[src/rtl/regfile_pkg.sv]
// regfile_pkg
//   Shared constants and types for the register-bank write-port logic.
//   - Default requester count, bank depth, address and data widths.
//   - FSM state encoding for the write-port scheduler.
package regfile_pkg;

  localparam int NREQ_DEF  = 3;
  localparam int NREGS_DEF = 32;
  localparam int AW_DEF    = 5;
  localparam int DW_DEF    = 32;

  // SWEEP zero-fills the bank; RUN arbitrates write-back requests.
  typedef enum logic {
    ST_RUN   = 1'b0,
    ST_SWEEP = 1'b1
  } state_e;

endpackage : regfile_pkg

[src/rtl/rr_pick.sv]
// rr_pick
//   Combinational round-robin picker. It searches the valid vector for the
//   first asserted index strictly after ptr, wrapping modulo N, so the
//   requester at ptr itself has the lowest priority.
// Ports:
//   valid  in   N   request vector
//   ptr    in   PW  index of the most recent winner
//   grant  out  N   one-hot grant (all zero when nothing is valid)
//   idx    out  PW  binary index of the granted requester
//   any    out  1   high when some requester is granted
module rr_pick #(
  parameter int N  = 3,
  parameter int PW = (N > 1) ? $clog2(N) : 1
) (
  input  logic [N-1:0]  valid,
  input  logic [PW-1:0] ptr,
  output logic [N-1:0]  grant,
  output logic [PW-1:0] idx,
  output logic          any
);

  // Scan N candidates starting just after ptr; the first valid one wins.
  always_comb begin
    logic [PW-1:0] cand;
    cand  = '0;
    grant = '0;
    idx   = '0;
    any   = 1'b0;
    for (int k = 1; k <= N; k++) begin
      cand = PW'((int'(ptr) + k) % N);
      if (!any && valid[cand]) begin
        grant[cand] = 1'b1;
        idx         = cand;
        any         = 1'b1;
      end else begin
        any = any;
      end
    end
  end

endmodule : rr_pick

[src/rtl/regfile_wb_arbiter.sv]
// regfile_wb_arbiter
//   Write-port scheduler for a register bank made of per-register flop
//   cells. NREQ write-back requesters share the bank's single write path
//   through round-robin arbitration. Each accepted write drives a one-hot
//   ClockEnable strobe (we) and a common data bus (wr_data) one cycle later.
//   After reset, or on clr, every register is zero-filled by a sweep that
//   strobes one register per cycle before arbitration resumes.
// Ports:
//   Clock      in   1        rising-edge clock
//   Reset      in   1        asynchronous, active-high reset
//   clr        in   1        soft clear, restarts the zero-fill sweep
//   req_valid  in   NREQ     per-requester write request
//   req_addr   in   NREQ*AW  packed addresses, requester i at [i*AW +: AW]
//   req_data   in   NREQ*DW  packed data, requester i at [i*DW +: DW]
//   req_ready  out  NREQ     one-hot accept (combinational)
//   we         out  NREGS    registered one-hot ClockEnable per register
//   wr_data    out  DW       registered write data to all cells
//   busy       out  1        high while the sweep is running
module regfile_wb_arbiter
  import regfile_pkg::*;
#(
  parameter int NREQ  = NREQ_DEF,
  parameter int NREGS = NREGS_DEF,
  parameter int AW    = AW_DEF,
  parameter int DW    = DW_DEF
) (
  input  logic               Clock,
  input  logic               Reset,
  input  logic               clr,
  input  logic [NREQ-1:0]    req_valid,
  input  logic [NREQ*AW-1:0] req_addr,
  input  logic [NREQ*DW-1:0] req_data,
  output logic [NREQ-1:0]    req_ready,
  output logic [NREGS-1:0]   we,
  output logic [DW-1:0]      wr_data,
  output logic               busy
);

  localparam int              PW       = $clog2(NREQ);
  // Pointer starts at the last requester so requester 0 wins first.
  localparam logic [PW-1:0]   PTR_RST  = PW'(NREQ - 1);
  localparam logic [AW-1:0]   CNT_LAST = AW'(NREGS - 1);
  // One extra bit so addresses beyond the bank can be detected even when
  // NREGS equals 2**AW.
  localparam logic [AW:0]     NREGS_W  = (AW + 1)'(NREGS);
  localparam logic [NREGS-1:0] WE_ONE  = {{(NREGS - 1){1'b0}}, 1'b1};

  state_e           state_q, state_d;
  logic [AW-1:0]    cnt_q, cnt_d;
  logic [PW-1:0]    ptr_q, ptr_d;
  logic [NREGS-1:0] we_q, we_d;
  logic [DW-1:0]    wr_data_q, wr_data_d;

  logic [NREQ-1:0]  pick_grant;
  logic [PW-1:0]    pick_idx;
  logic             pick_any;
  logic             arb_en;
  logic [AW-1:0]    sel_addr;
  logic [DW-1:0]    sel_data;

  rr_pick #(
    .N  (NREQ),
    .PW (PW)
  ) u_rr_pick (
    .valid (req_valid),
    .ptr   (ptr_q),
    .grant (pick_grant),
    .idx   (pick_idx),
    .any   (pick_any)
  );

  // Grants are offered only in RUN; clr overrides arbitration for the cycle.
  always_comb begin
    arb_en    = (state_q == ST_RUN) && !clr;
    req_ready = arb_en ? pick_grant : {NREQ{1'b0}};
    sel_addr  = req_addr[int'(pick_idx) * AW +: AW];
    sel_data  = req_data[int'(pick_idx) * DW +: DW];
  end

  // Next-state, counter, pointer and output-register computation.
  always_comb begin
    state_d   = state_q;
    cnt_d     = cnt_q;
    ptr_d     = ptr_q;
    we_d      = {NREGS{1'b0}};
    wr_data_d = wr_data_q;
    case (state_q)
      ST_SWEEP: begin
        if (clr) begin
          cnt_d = {AW{1'b0}};
        end else begin
          we_d      = WE_ONE << cnt_q;
          wr_data_d = {DW{1'b0}};
          if (cnt_q == CNT_LAST) begin
            cnt_d   = {AW{1'b0}};
            state_d = ST_RUN;
          end else begin
            cnt_d = cnt_q + AW'(1);
          end
        end
      end
      ST_RUN: begin
        if (clr) begin
          state_d = ST_SWEEP;
          cnt_d   = {AW{1'b0}};
        end else if (pick_any) begin
          ptr_d = pick_idx;
          // Register 0 and out-of-bank addresses are accepted but never
          // strobed; the data bus keeps its last value for them.
          if ((sel_addr != {AW{1'b0}}) && ({1'b0, sel_addr} < NREGS_W)) begin
            we_d      = WE_ONE << sel_addr;
            wr_data_d = sel_data;
          end else begin
            we_d = {NREGS{1'b0}};
          end
        end else begin
          ptr_d = ptr_q;
        end
      end
      default: begin
        state_d = ST_SWEEP;
        cnt_d   = {AW{1'b0}};
      end
    endcase
  end

  // State and output registers with asynchronous reset.
  always_ff @(posedge Clock or posedge Reset) begin
    if (Reset) begin
      state_q   <= ST_SWEEP;
      cnt_q     <= {AW{1'b0}};
      ptr_q     <= PTR_RST;
      we_q      <= {NREGS{1'b0}};
      wr_data_q <= {DW{1'b0}};
    end else begin
      state_q   <= state_d;
      cnt_q     <= cnt_d;
      ptr_q     <= ptr_d;
      we_q      <= we_d;
      wr_data_q <= wr_data_d;
    end
  end

  assign we      = we_q;
  assign wr_data = wr_data_q;
  assign busy    = (state_q == ST_SWEEP);

endmodule : regfile_wb_arbiter

[config.mk]
export PLATFORM = sky130hd
export DESIGN_NAME = regfile_wb_arbiter
export DESIGN_NICKNAME = d
export VERILOG_FILES = /design/src/rtl/regfile_pkg.sv /design/src/rtl/rr_pick.sv /design/src/rtl/regfile_wb_arbiter.sv
export SDC_FILE = /design/constraint.sdc
export NUM_CORES = 1
export LEC_CHECK = 0
export CAP_MARGIN = 10
export CORE_MARGIN = 3
export CORE_UTILIZATION = 30
export CTS_BUF_LIST = sky130_fd_sc_hd__clkbuf_8 sky130_fd_sc_hd__clkbuf_16
export DETAILED_ROUTE_END_ITERATION = 8
export GPL_TIMING_DRIVEN = 0
export SLEW_MARGIN = 30
export SYNTH_ARGS = -nofsm -noshare
export SYNTH_HDL_FRONTEND = slang
export SYNTH_SLANG_ARGS = --single-unit
[constraint.sdc]
create_clock -name Clock -period 3 [get_ports Clock]
set_input_delay 0.3 -clock Clock [delete_from_list [all_inputs] [get_ports Clock]]
set_output_delay 0.3 -clock Clock [all_outputs]
set_load 0.02 [all_outputs]
* Word-level counts from Yosys, hierarchy flattened
Index checks and enable logic that the tools add are counted.
** Storage, ports and cells
- Bits in registers :: 72
- Input port bits :: 117
- Output and inout port bits :: 68
- Word-level logic and storage cells :: 85
** Operators by class
- Divide/modulo/power cells :: 3
- Multipliers :: 1
- $add $sub $neg :: 4
- Magnitude comparators :: 6
- Bitwise logic cells :: 4
- Equality and inequality tests :: 6
- Muxes and demuxes :: 40
- Reductions and logical operators :: 12
- Shifts and indexed selects :: 4
** Operator list (count)
- $mux W32 :: 8
- $pmux W32 S2 :: 2
- $mod A32 B3 Y32 const B :: 3
- $shiftx A96 B8 Y32 :: 1
- $shl A1 B5 Y32 const A :: 2
- $mux W5 :: 3
- $shiftx A15 B6 Y5 :: 1
- $mux W1 :: 12
- $mux W3 :: 4
- $pmux W5 S2 :: 1
- $lt A2 B3 Y1 const B :: 3
- $ne A2 B2 Y1 const B :: 4
- $add A2 B2 Y3 const B :: 2
- $bmux W1 S2 :: 3
- $demux W1 S2 :: 3
- $ge A2 B1 Y1 const B :: 3
- $logic_and A1 B1 Y1 :: 6
- $mux W2 :: 3
- $or A3 B3 Y3 :: 2
- $add A5 B1 Y5 const B :: 1
- $eq A5 B5 Y1 const B :: 1
- $mul A2 B3 Y5 const B :: 1
- $reduce_bool A5 Y1 :: 1
- $reduce_and A4 Y1 :: 1
- other kinds (6) :: 9

* Logic depth before layout (Yosys ltp)
- Depth after elaboration :: 18
- Mapped depth :: 14
- Gate-level depth less buffers :: 10

* Hierarchy
A second synthesis with hierarchy kept.
** Unflattened totals
- Cells, all modules :: 417
- Area, all modules :: 4000.1 µm²
** Modules (own cells, without submodules)
- regfile_wb_arbiter :: cells each 376, instances 1, seq. area each 1804.2 µm², area an instance 3702.3 µm²
- rr_pick :: cells each 41, instances 1, seq. area each 0.0 µm², area an instance 297.8 µm²

* Worst setup path after synthesis
Ideal clock, no wire load.
- Kind :: register to register
- Start point :: register ptr_q[1]
- End point :: register we_q[12] (netlist: we[12])
- Arrival time :: 3.244 ns
- Slack :: -0.328 ns
- Buffers on the path :: 3
- Clock period less this slack :: 3.328 ns
- Library setup time :: 0.084 ns
- Stages on the path, launching flop included :: 13
- Required time :: 2.916 ns
- Cells stage by stage :: dfstp_2 > ha_1 > buf_4 > nor2b_1 > and2_1 > nor2_1 > a21o_1 > buf_6 > mux2_1 > mux2_2 > buf_6 > or4_4 > o22ai_1
** Between the ends
- Word-level cells in the longest chain between the ends :: 18
- Elaborated cells between the ends (all ways) :: 30
- Classes of those cells :: add/sub (3); mul (1); div (3); shift (2); mux (16); reduce/logical (5)
** Ends and longest elaborated chain
- start, declared :: line regfile_wb_arbiter.sv:50 : logic [PW-1:0] ptr_q, ptr_d;
- start signal, assigned :: line regfile_wb_arbiter.sv:138 : ptr_q <= ptr_d;
- $add A2 B1 Y3 :: line rr_pick.sv:30 : cand = PW'((int'(ptr) + k) % N);
- $mod A32 B3 Y32 :: line rr_pick.sv:30
- $bmux W1 S2 :: line rr_pick.sv:31 : if (!any && valid[cand]) begin
- $mux W1 (implied by the code) :: line rr_pick.sv:31
- $mux W1 :: line rr_pick.sv:31
- $logic_not A1 Y1 :: line rr_pick.sv:31
- $logic_and A1 B1 Y1 :: line rr_pick.sv:31
- $mux W1 :: line rr_pick.sv:31
- (+3 left out)
- $mul A2 B3 Y5 :: line regfile_wb_arbiter.sv:76 : sel_addr = req_addr[int'(pick_idx) * AW +: AW];
- $shiftx A15 B6 Y5 :: line regfile_wb_arbiter.sv:76
- $reduce_bool A5 Y1 / $shl A1 B5 Y32 (equally long branches) :: line regfile_wb_arbiter.sv:110, regfile_wb_arbiter.sv:111
- $mux W32 :: line regfile_wb_arbiter.sv:110 : if ((sel_addr != {AW{1'b0}}) && ({1'b0, sel_addr} < NREGS_W)) begin
- $mux W32 (*) :: line regfile_wb_arbiter.sv:106 : end else if (pick_any) begin
- $mux W32 (*) :: line regfile_wb_arbiter.sv:103 : if (clr) begin
- $pmux W32 S2 (*) :: line regfile_wb_arbiter.sv:87 : case (state_q)
- net we_d[12] :: line regfile_wb_arbiter.sv:51 : logic [NREGS-1:0] we_q, we_d;
- end signal, assigned :: line regfile_wb_arbiter.sv:133 : we_q <= {NREGS{1'b0}};
- end signal, assigned :: line regfile_wb_arbiter.sv:139 : we_q <= we_d;
- end, declared :: line regfile_wb_arbiter.sv:51
Mark *: on every way through the listed nets, which the timed path passes. The rest lies on a longest branch. The select of a mux whose other input is x is not followed.
A chain may end at the register's enable or synchronous reset.

* Final worst setup path
- Start point :: register ptr_q[1]
- End point :: register wr_data_q[21] (netlist: wr_data[21])
** Between the ends
- Word-level cells in the longest chain between the ends :: 16
- Elaborated cells between the ends (all ways) :: 33
- Classes of those cells :: add/sub (3); mul (1); div (3); eq/ne (2); shift (2); mux (16); reduce/logical (6)
** Ends and longest elaborated chain
- $add A2 B1 Y3 :: line rr_pick.sv:30
- $mod A32 B3 Y32 :: line rr_pick.sv:30
- $bmux W1 S2 :: line rr_pick.sv:31
- $mux W1 (implied by the code) :: line rr_pick.sv:31
- $mux W1 :: line rr_pick.sv:31
- $logic_not A1 Y1 :: line rr_pick.sv:31
- $logic_and A1 B1 Y1 :: line rr_pick.sv:31
- $mux W1 :: line rr_pick.sv:31
- $logic_not A1 Y1 :: line rr_pick.sv:31
- $logic_and A1 B1 Y1 :: line rr_pick.sv:31
- $mux W2 :: line rr_pick.sv:31
- $mul A2 B3 Y5 / $shiftx A96 B8 Y32 (equally long branches) :: line regfile_wb_arbiter.sv:76, regfile_wb_arbiter.sv:77
- $shiftx A15 B6 Y5 / $mux W32 (equally long branches) :: line regfile_wb_arbiter.sv:76, regfile_wb_arbiter.sv:110
- $reduce_bool A5 Y1 / $mux W32 (equally long branches) :: line regfile_wb_arbiter.sv:110, regfile_wb_arbiter.sv:106
- $ne A2 B1 Y1 (no source line) / $mux W32 (equally long branches)
- $reduce_and A4 Y1 (no source line) / $pmux W32 S2 (equally long branches)
- end signal, assigned :: line regfile_wb_arbiter.sv:134 : wr_data_q <= {DW{1'b0}};
- end signal, assigned :: line regfile_wb_arbiter.sv:140 : wr_data_q <= wr_data_d;
- end, declared :: line regfile_wb_arbiter.sv:52 : logic [DW-1:0] wr_data_q, wr_data_d;
Several ways; a longest one is shown, not always the timed one. The select of a mux whose other input is x is not followed.

==> reports/metrics.csv <==
stage,metric,value,unit
outcome,status,"complete, but fails checks",
outcome,violations,setup timing,
route,drt_iter0_drc,404,
final_layout,area_growth,76.7,%
setup_path,path_delay_family,compound AO/OA/AOI/OAI gates,
synth,yosysWarnings,0,
route,wl_met3,1.34,mm
sta,slew_headroom,0.515,
sta,finalMaxSlewViolations,0,
clocking,clk_latency,0.34,ns
sta,holdWs,0.325,ns
synth,syn-cell-area,0.00443,mm^2
final_layout,final-instance-count-excl-fill,934,
hold_path,hp-class,input port to async pin,
placed_design,pre_cts_ws,-0.803,ns
route,first_pass_iters,5,
route,maxUsedRoutingLayer,met4,
final_layout,antenna_cells,0,
clocking,root_buffer,clkbuf_16,
final_layout,drive_gt1_frac,0.227,
sta,hold_violations,0,
route,via_per_inst,5.45,
flow_run,drv_cap,0,
setup_path,rrSetupSlack,-0.42,ns
route,drc_errors,0,
sta,finalCriticalPeriod,3.42,ns
route,post_drt_wl_per_cell,19.0,um
clocking,path_clk_slew,0.07,ns
power,power_density,392,mW/mm^2
floorplan,coreArea,0.0141,mm^2
sta,worst_slack,-0.415,ns
sta,finalClockSkew,0.0124,ns
floorplan,rows,43,
sta,setup-tns-final,-15.10,ns
synth,synth.largest_area_cell,dfrtp_1,
setup_path,worstSetupStartpoint,ptr_q[1],
setup_path,path_class,flop to flop,
global_route,grt_pass1_wl,27.3,mm
final_layout,nNetsFinal,877,
placed_design,port_buffers,184,
route,finalWirelength,17.7,mm
sta,tightest_slew,0.724,ns
final_layout,fillers,1253,
clocking,cts_max_path_buffers,2,
setup_path,r2r_start,ptr_q[1],
floorplan,die-area,0.0163,mm^2
sta,rsz0062_at_grt,true,
setup_path,crit_slowest_cell,dfstp_2,
setup_path,max_stage_delay,0.59,ns
global_route,grt_antenna_before_repair,0,
synth,synthesis.nets,633,
global_route,first_global_vias,5126,
setup_path,cp.arrival,3.65,ns
floorplan,io_pins,185,
global_route,track_usage,0.210,
placed_design,dp_hpwl,12.9,mm
sta,setup_viol,62,
synth,synthArstFlopShare,1.00,
route,antenna_left,0,
setup_path,r2r-end,wr_data[21],
route,wl_met2,8.76,mm
synth,netlist_top_cells_count,"101 x nand2_1, 70 x dfrtp_1, 50 x nor2_1, 29 x clkbuf_1, 26 x o21ai_0",
synth,synth_cells,505,
synth,synthFlopType,dfrtp_1,
sta,finalCritPeriodShare,1.14,
clocking,cts_made_buffers,9,
placed_design,placed_cells,870,
power,power_leakage,3.16,nW
floorplan,die_w,128,um
floorplan,die_h,128,um
placed_design,finalWeightedCongestion,0.877,
synth,synth_edf_count,0,
synth,synth.most_common_cell,nand2_1,
synth,avgSynthCellArea,8.78,um^2
global_route,grt_max_degree,40,
setup_path,required,3.23,ns
global_route,grt_overflow,0,
synth,ys_seq_elements,72,
floorplan,start_util,0.313,
sta,clock.fmax,0.293,GHz
route,wl_met1,7.31,mm
setup_path,path_max_fanout,5,
route,num_vias,5092,
setup_path,worst-path-buf-inv,3,
final_layout,final_util,0.554,
synth,yosys-top-cells-area,"dfrtp_1 40%, nand2_1 8.6%, nor2_1 4.2%",
setup_path,r2r_cells,12,
setup_path,crit_chain,"ha_4, mux2_4, a21boi_4, a21oi_4, a21o_1, buf_6, a221o_1, or3_1, buf_6, o311a_4, buf_6, a32o_1",
setup_path,cp_common_cell,buf_6,
clocking,clock_sinks,72,
setup_path,end_kind,flop,
synth,synth_cell_types,56,
synth,synth_seq_area_share,0.407,
power,irDropWorstVdd,269,uV
clocking,cts.htree.levels,3,
setup_path,cp-start-kind,flop,
clocking,cts_tree,built,
synth,synth_top_area_share,0.395,
==> metal layers <==
layer  vias up  track usage
met5         -            0
li1       2371            -
met3        25       0.0514
met4         0       0.0650
met2       224        0.359
met1      2472        0.261
==> state kept, by name (all words and copies together), names as in the netlist <==
signal / cells
busy: 1
ptr_q: 2
we: 32
wr_data: 32
cnt_q: 5
==> through the flow <==
stage	cell area, um^2	power, mW
after floorplan	4480	1.38
after global placement	6550	1.67
after detailed placement	6570	1.68
after CTS	7550	2.98
after global routing	7830	3.20
final	7830	3.07
==> worst max path at each step <==
stage               cells past startpoint     endpoint
floorplan                              14  wr_data[17]
global placement                       11  wr_data[26]
detailed placement                     11  wr_data[21]
CTS                                    12  wr_data[21]
global route                           12  wr_data[21]
finish                                 12  wr_data[21]
==> worst register-to-register path, stage by stage (launching register included) <==
cell and delay [ns]:
dfstp_2 0.59, ha_4 0.23, mux2_4 0.32, a21boi_4 0.19
a21oi_4 0.09, a21o_1 0.17, buf_6 0.13, a221o_1 0.36
or3_1 0.33, buf_6 0.15, o311a_4 0.39, buf_6 0.14
a32o_1 0.22
==> power breakdown <==
group	switching [mW]	internal, mW
clock network	0.450	0.653
registers	0.00770	0.980
logic	0.498	0.480
==> layout by cell type (no fill, tap or decap), types with 4 or more instances in the layout <==
cell type	netlist	layout
ha_1	11	8
clkbuf_1	29	20
and3_1	7	7
a311o_1	16	16
mux2i_1	7	4
nand2_1	101	98
clkdlybuf4s50_1	0	181
a21oi_1	5	4
inv_1	9	7
a21o_1	4	4
buf_4	1	34
a31oi_1	17	16
clkbuf_16	0	9
nand2b_1	10	8
o21ai_2	0	16
nand3_1	19	17
o41a_1	16	16
o32ai_2	0	10
nor2_1	50	46
buf_6	5	16
buf_8	0	8
o22ai_1	19	5
o22ai_2	0	14
clkbuf_2	1	6
dfrtp_1	70	70
a32o_1	16	16
o21ai_0	26	9
==> what timing repair did <==
item,4_1_cts,5_1_grt
resized for setup,100,53
buffers inserted,33,15
cloned,4,0
hold buffers,0,0
hold endpoints to repair,0,0
pin swaps,39,44
endpoints found under the setup margin,66,64
==> cell families after synthesis <==
kind of cell,share of synthesized area
AOI/OAI and AO/OA,0.282
and+or+nand+nor,0.202
buffers and inverters,0.0539
DFF,0.407
muxes,0.0243
adders and majority gates,0.0310
==> area by class of cell <==
type / count / area [um^2] / area share
timing repair buffer: 234 / 2320 / 0.296
buffer: 41 / 280 / 0.0358
clock buffer: 9 / 225 / 0.0287
inverter: 9 / 36.3 / 0.00463
sequential: 72 / 1800 / 0.230
multi-input combinational: 382 / 2860 / 0.366
tap: 180 / 225 / 0.0287
clock inverter: 7 / 77.6 / 0.00990
No activity file was read; power rests on OpenSTA's default activity.
==> RTL edit, RTL diff (same flow settings) <==
Set the package constant `NREQ_DEF` to 5 (it was 3).
--- a/src/rtl/regfile_pkg.sv
+++ b/src/rtl/regfile_pkg.sv
@@ -6,3 +6,3 @@
 
-  localparam int NREQ_DEF  = 3;
+  localparam int NREQ_DEF  = 5;
   localparam int NREGS_DEF = 32;
Ports: changed (resized req_addr, req_data, req_ready and req_valid); port bits go from 185 to 263. The function was not compared with the original's and may differ.
==> RTL edit against the original RTL <==
The flow still finishes with violations (negative setup slack). Core utilization increased by 0.25 points. Setup slack got worse by 2.2 ns. Sequential share of layout area decreased by 8.5 points. Die area increased by 54%. Synthesized area increased by 57%. Critical path type unchanged. Sequential cell count increased by 1. Critical endpoint is now wr_data[1]. Total power increased by 100%. Cell area increased by 61%. Wire length increased by 78%. Hold slack got worse by 0.026 ns. Synthesized cell count increased by 58%. Largest cell class unchanged.
==> RTL edit: results <==
critical_path:
  arrival_ns: 5.87
  regToRegStartpoint: "ptr_q[0]"
  r2r_cells: 25
  crit_path_max_fanout: 5
  max_stage_delay_ns: 0.60
  critPathLaunchType: "flop"
  cp_top_family: "compound AO/OA/AOI/OAI gates"
  slowest_stage: "or4_4"
  r2r_end: "wr_data[1]"
grt:
  grt_pass1_vias: 7897
  grt_pass1_wl_um: 45900
  grt_max_degree: 48
  antenna_found_initial: 5
  track_usage_pct: 23.8
clock_network:
  clock_path_buffers: 2
  root_buffer: "clkbuf_16"
  cts_made_buffers: 9
  clk_latency_ns: 0.34
  clk_pin_slew_ns: 0.06
  htree_levels: 3
run_status:
  status: "finished, violations left"
  violations: "negative setup slack"
synth:
  seq_area_frac_synth_pct: 26.4
  synth_fp_nets: 1027
  synthFlopType: "dfrtp_1"
  synthTopCellsByArea: "dfrtp_1 (26%), ha_1 (6.3%), mux2i_1 (5.8%)"
  async_reset_ff_share_pct: 100
  synth_cell_type_count: 90
  yosys-top-cells-count: "nand2_1 (89), dfrtp_1 (71), a21oi_1 (61)"
  ys_warn_count: 0
timing:
  skew_ns: 0.00998
  layout_setup_ws_ns: -2.65
  finalSetupTns_ns: -170.28
  slew_headroom_pct: 53.0
  holdWs_ns: 0.299
  setup_viol: 71
detailed_routing:
  firstDrtPassIters: 5
  post_drt_via_cell_ratio: 5.47
  drtIter0Drc: 668
  drt-total-wl_um: 31500
worst_hold_path:
  hp-class: "in -> async"
pwr:
  p_leak_nw: 5.15
  peakVddDrop_uv: 220
cells_and_area:
  fillers: 1980
  nNetsFinal: 1405
  drive_gt1_share_pct: 30.5
placed_design:
  portBuffers: 261
  place_hpwl_um: 23400
  globalplace.congestion: 0.932
[RTL edit: cell type report]
class | count | area [µm²] | area share (%)
Antenna cell | 5 | 12.5 | 0.0991
Buffer | 45 | 415 | 3.29
Clock buffer | 9 | 225 | 1.78
Clock inverter | 7 | 93.8 | 0.743
Inverter | 33 | 145 | 1.15
Multi-Input combinational cell | 643 | 5940 | 47.1
Sequential cell | 73 | 1830 | 14.5
Tap cell | 285 | 357 | 2.82
Timing Repair Buffer | 371 | 3600 | 28.5
[RTL edit: kinds of logic (layout without fill, tap and decap cells)]
logic type                 count (synthesis)  count (layout)  share of synthesized area [%]
DFF                                       73              73                           26.4
adders and majority gates                 36              36                           6.60
and+or+nand+nor                          247             247                           17.9
AOI/OAI and AO/OA                        265             265                           27.3
muxes                                     87              87                           15.5
buffers and inverters                     82             465                           5.03
other                                      0               5                              0
xor gates and xnor gates                   8               8                           1.39
[RTL edit: stage by stage]
step	setup slack, ns	cell area, µm²	cells	util (%)
after CTS	-2.55	12100	1443	53.3
after detailed placement	-3.75	10300	1345	45.3
after floorplan	-2.70	7280	798	-
after global routing	-2.85	12600	1471	55.6
final	-2.65	12600	1471	55.6
after global placement	-3.78	10300	1344	45.1
[RTL edit: routing by layer]
layer,share of wire (%),global-route usage (%),vias up
li1,-,-,3791
met1,41,29.8,3849
met2,49,40.7,344
met3,6.9,4.57,62
met4,3.1,8.68,0
met5,0,0,-
[RTL edit: worst register-to-register path, delay by kind of cell, from the launching register on]
family                   cells  cell delay, ns
multiplexers                 1            0.30
AO/OA/AOI/OAI                9            1.88
XOR/XNOR                     1            0.10
adder cells (fa/ha/maj)      3            0.64
flip-flops                   1            0.41
buffers and inverters        6            0.79
AND/OR/NAND/NOR              5            1.42
[RTL edit: timing repair]
action,4_1_cts,5_1_grt
gates resized for setup,216,62
setup endpoints to repair,71,71
pin swaps,83,52
endpoints found under the hold margin,0,0
setup buffers,85,26
gates cloned,2,0
[RTL edit: worst max-delay path by stage]
stage,end,slack [ns],cells after the start
2_1_floorplan,wr_data[13],-2.70,26
3_3_place_gp,wr_data[0],-3.78,24
3_5_place_dp,wr_data[0],-3.75,24
4_1_cts,wr_data[19],-2.55,23
5_1_grt,wr_data[10],-2.85,25
6_report,wr_data[1],-2.65,25
[RTL edit: power breakdown]
part | switching [mW] | leakage [nW] | internal (mW) | total [mW]
registers | 0.00913 | 1.00 | 0.994 | 1.00
clock network | 0.453 | 0.158 | 0.730 | 1.18
logic | 1.99 | 3.99 | 2.06 | 4.05
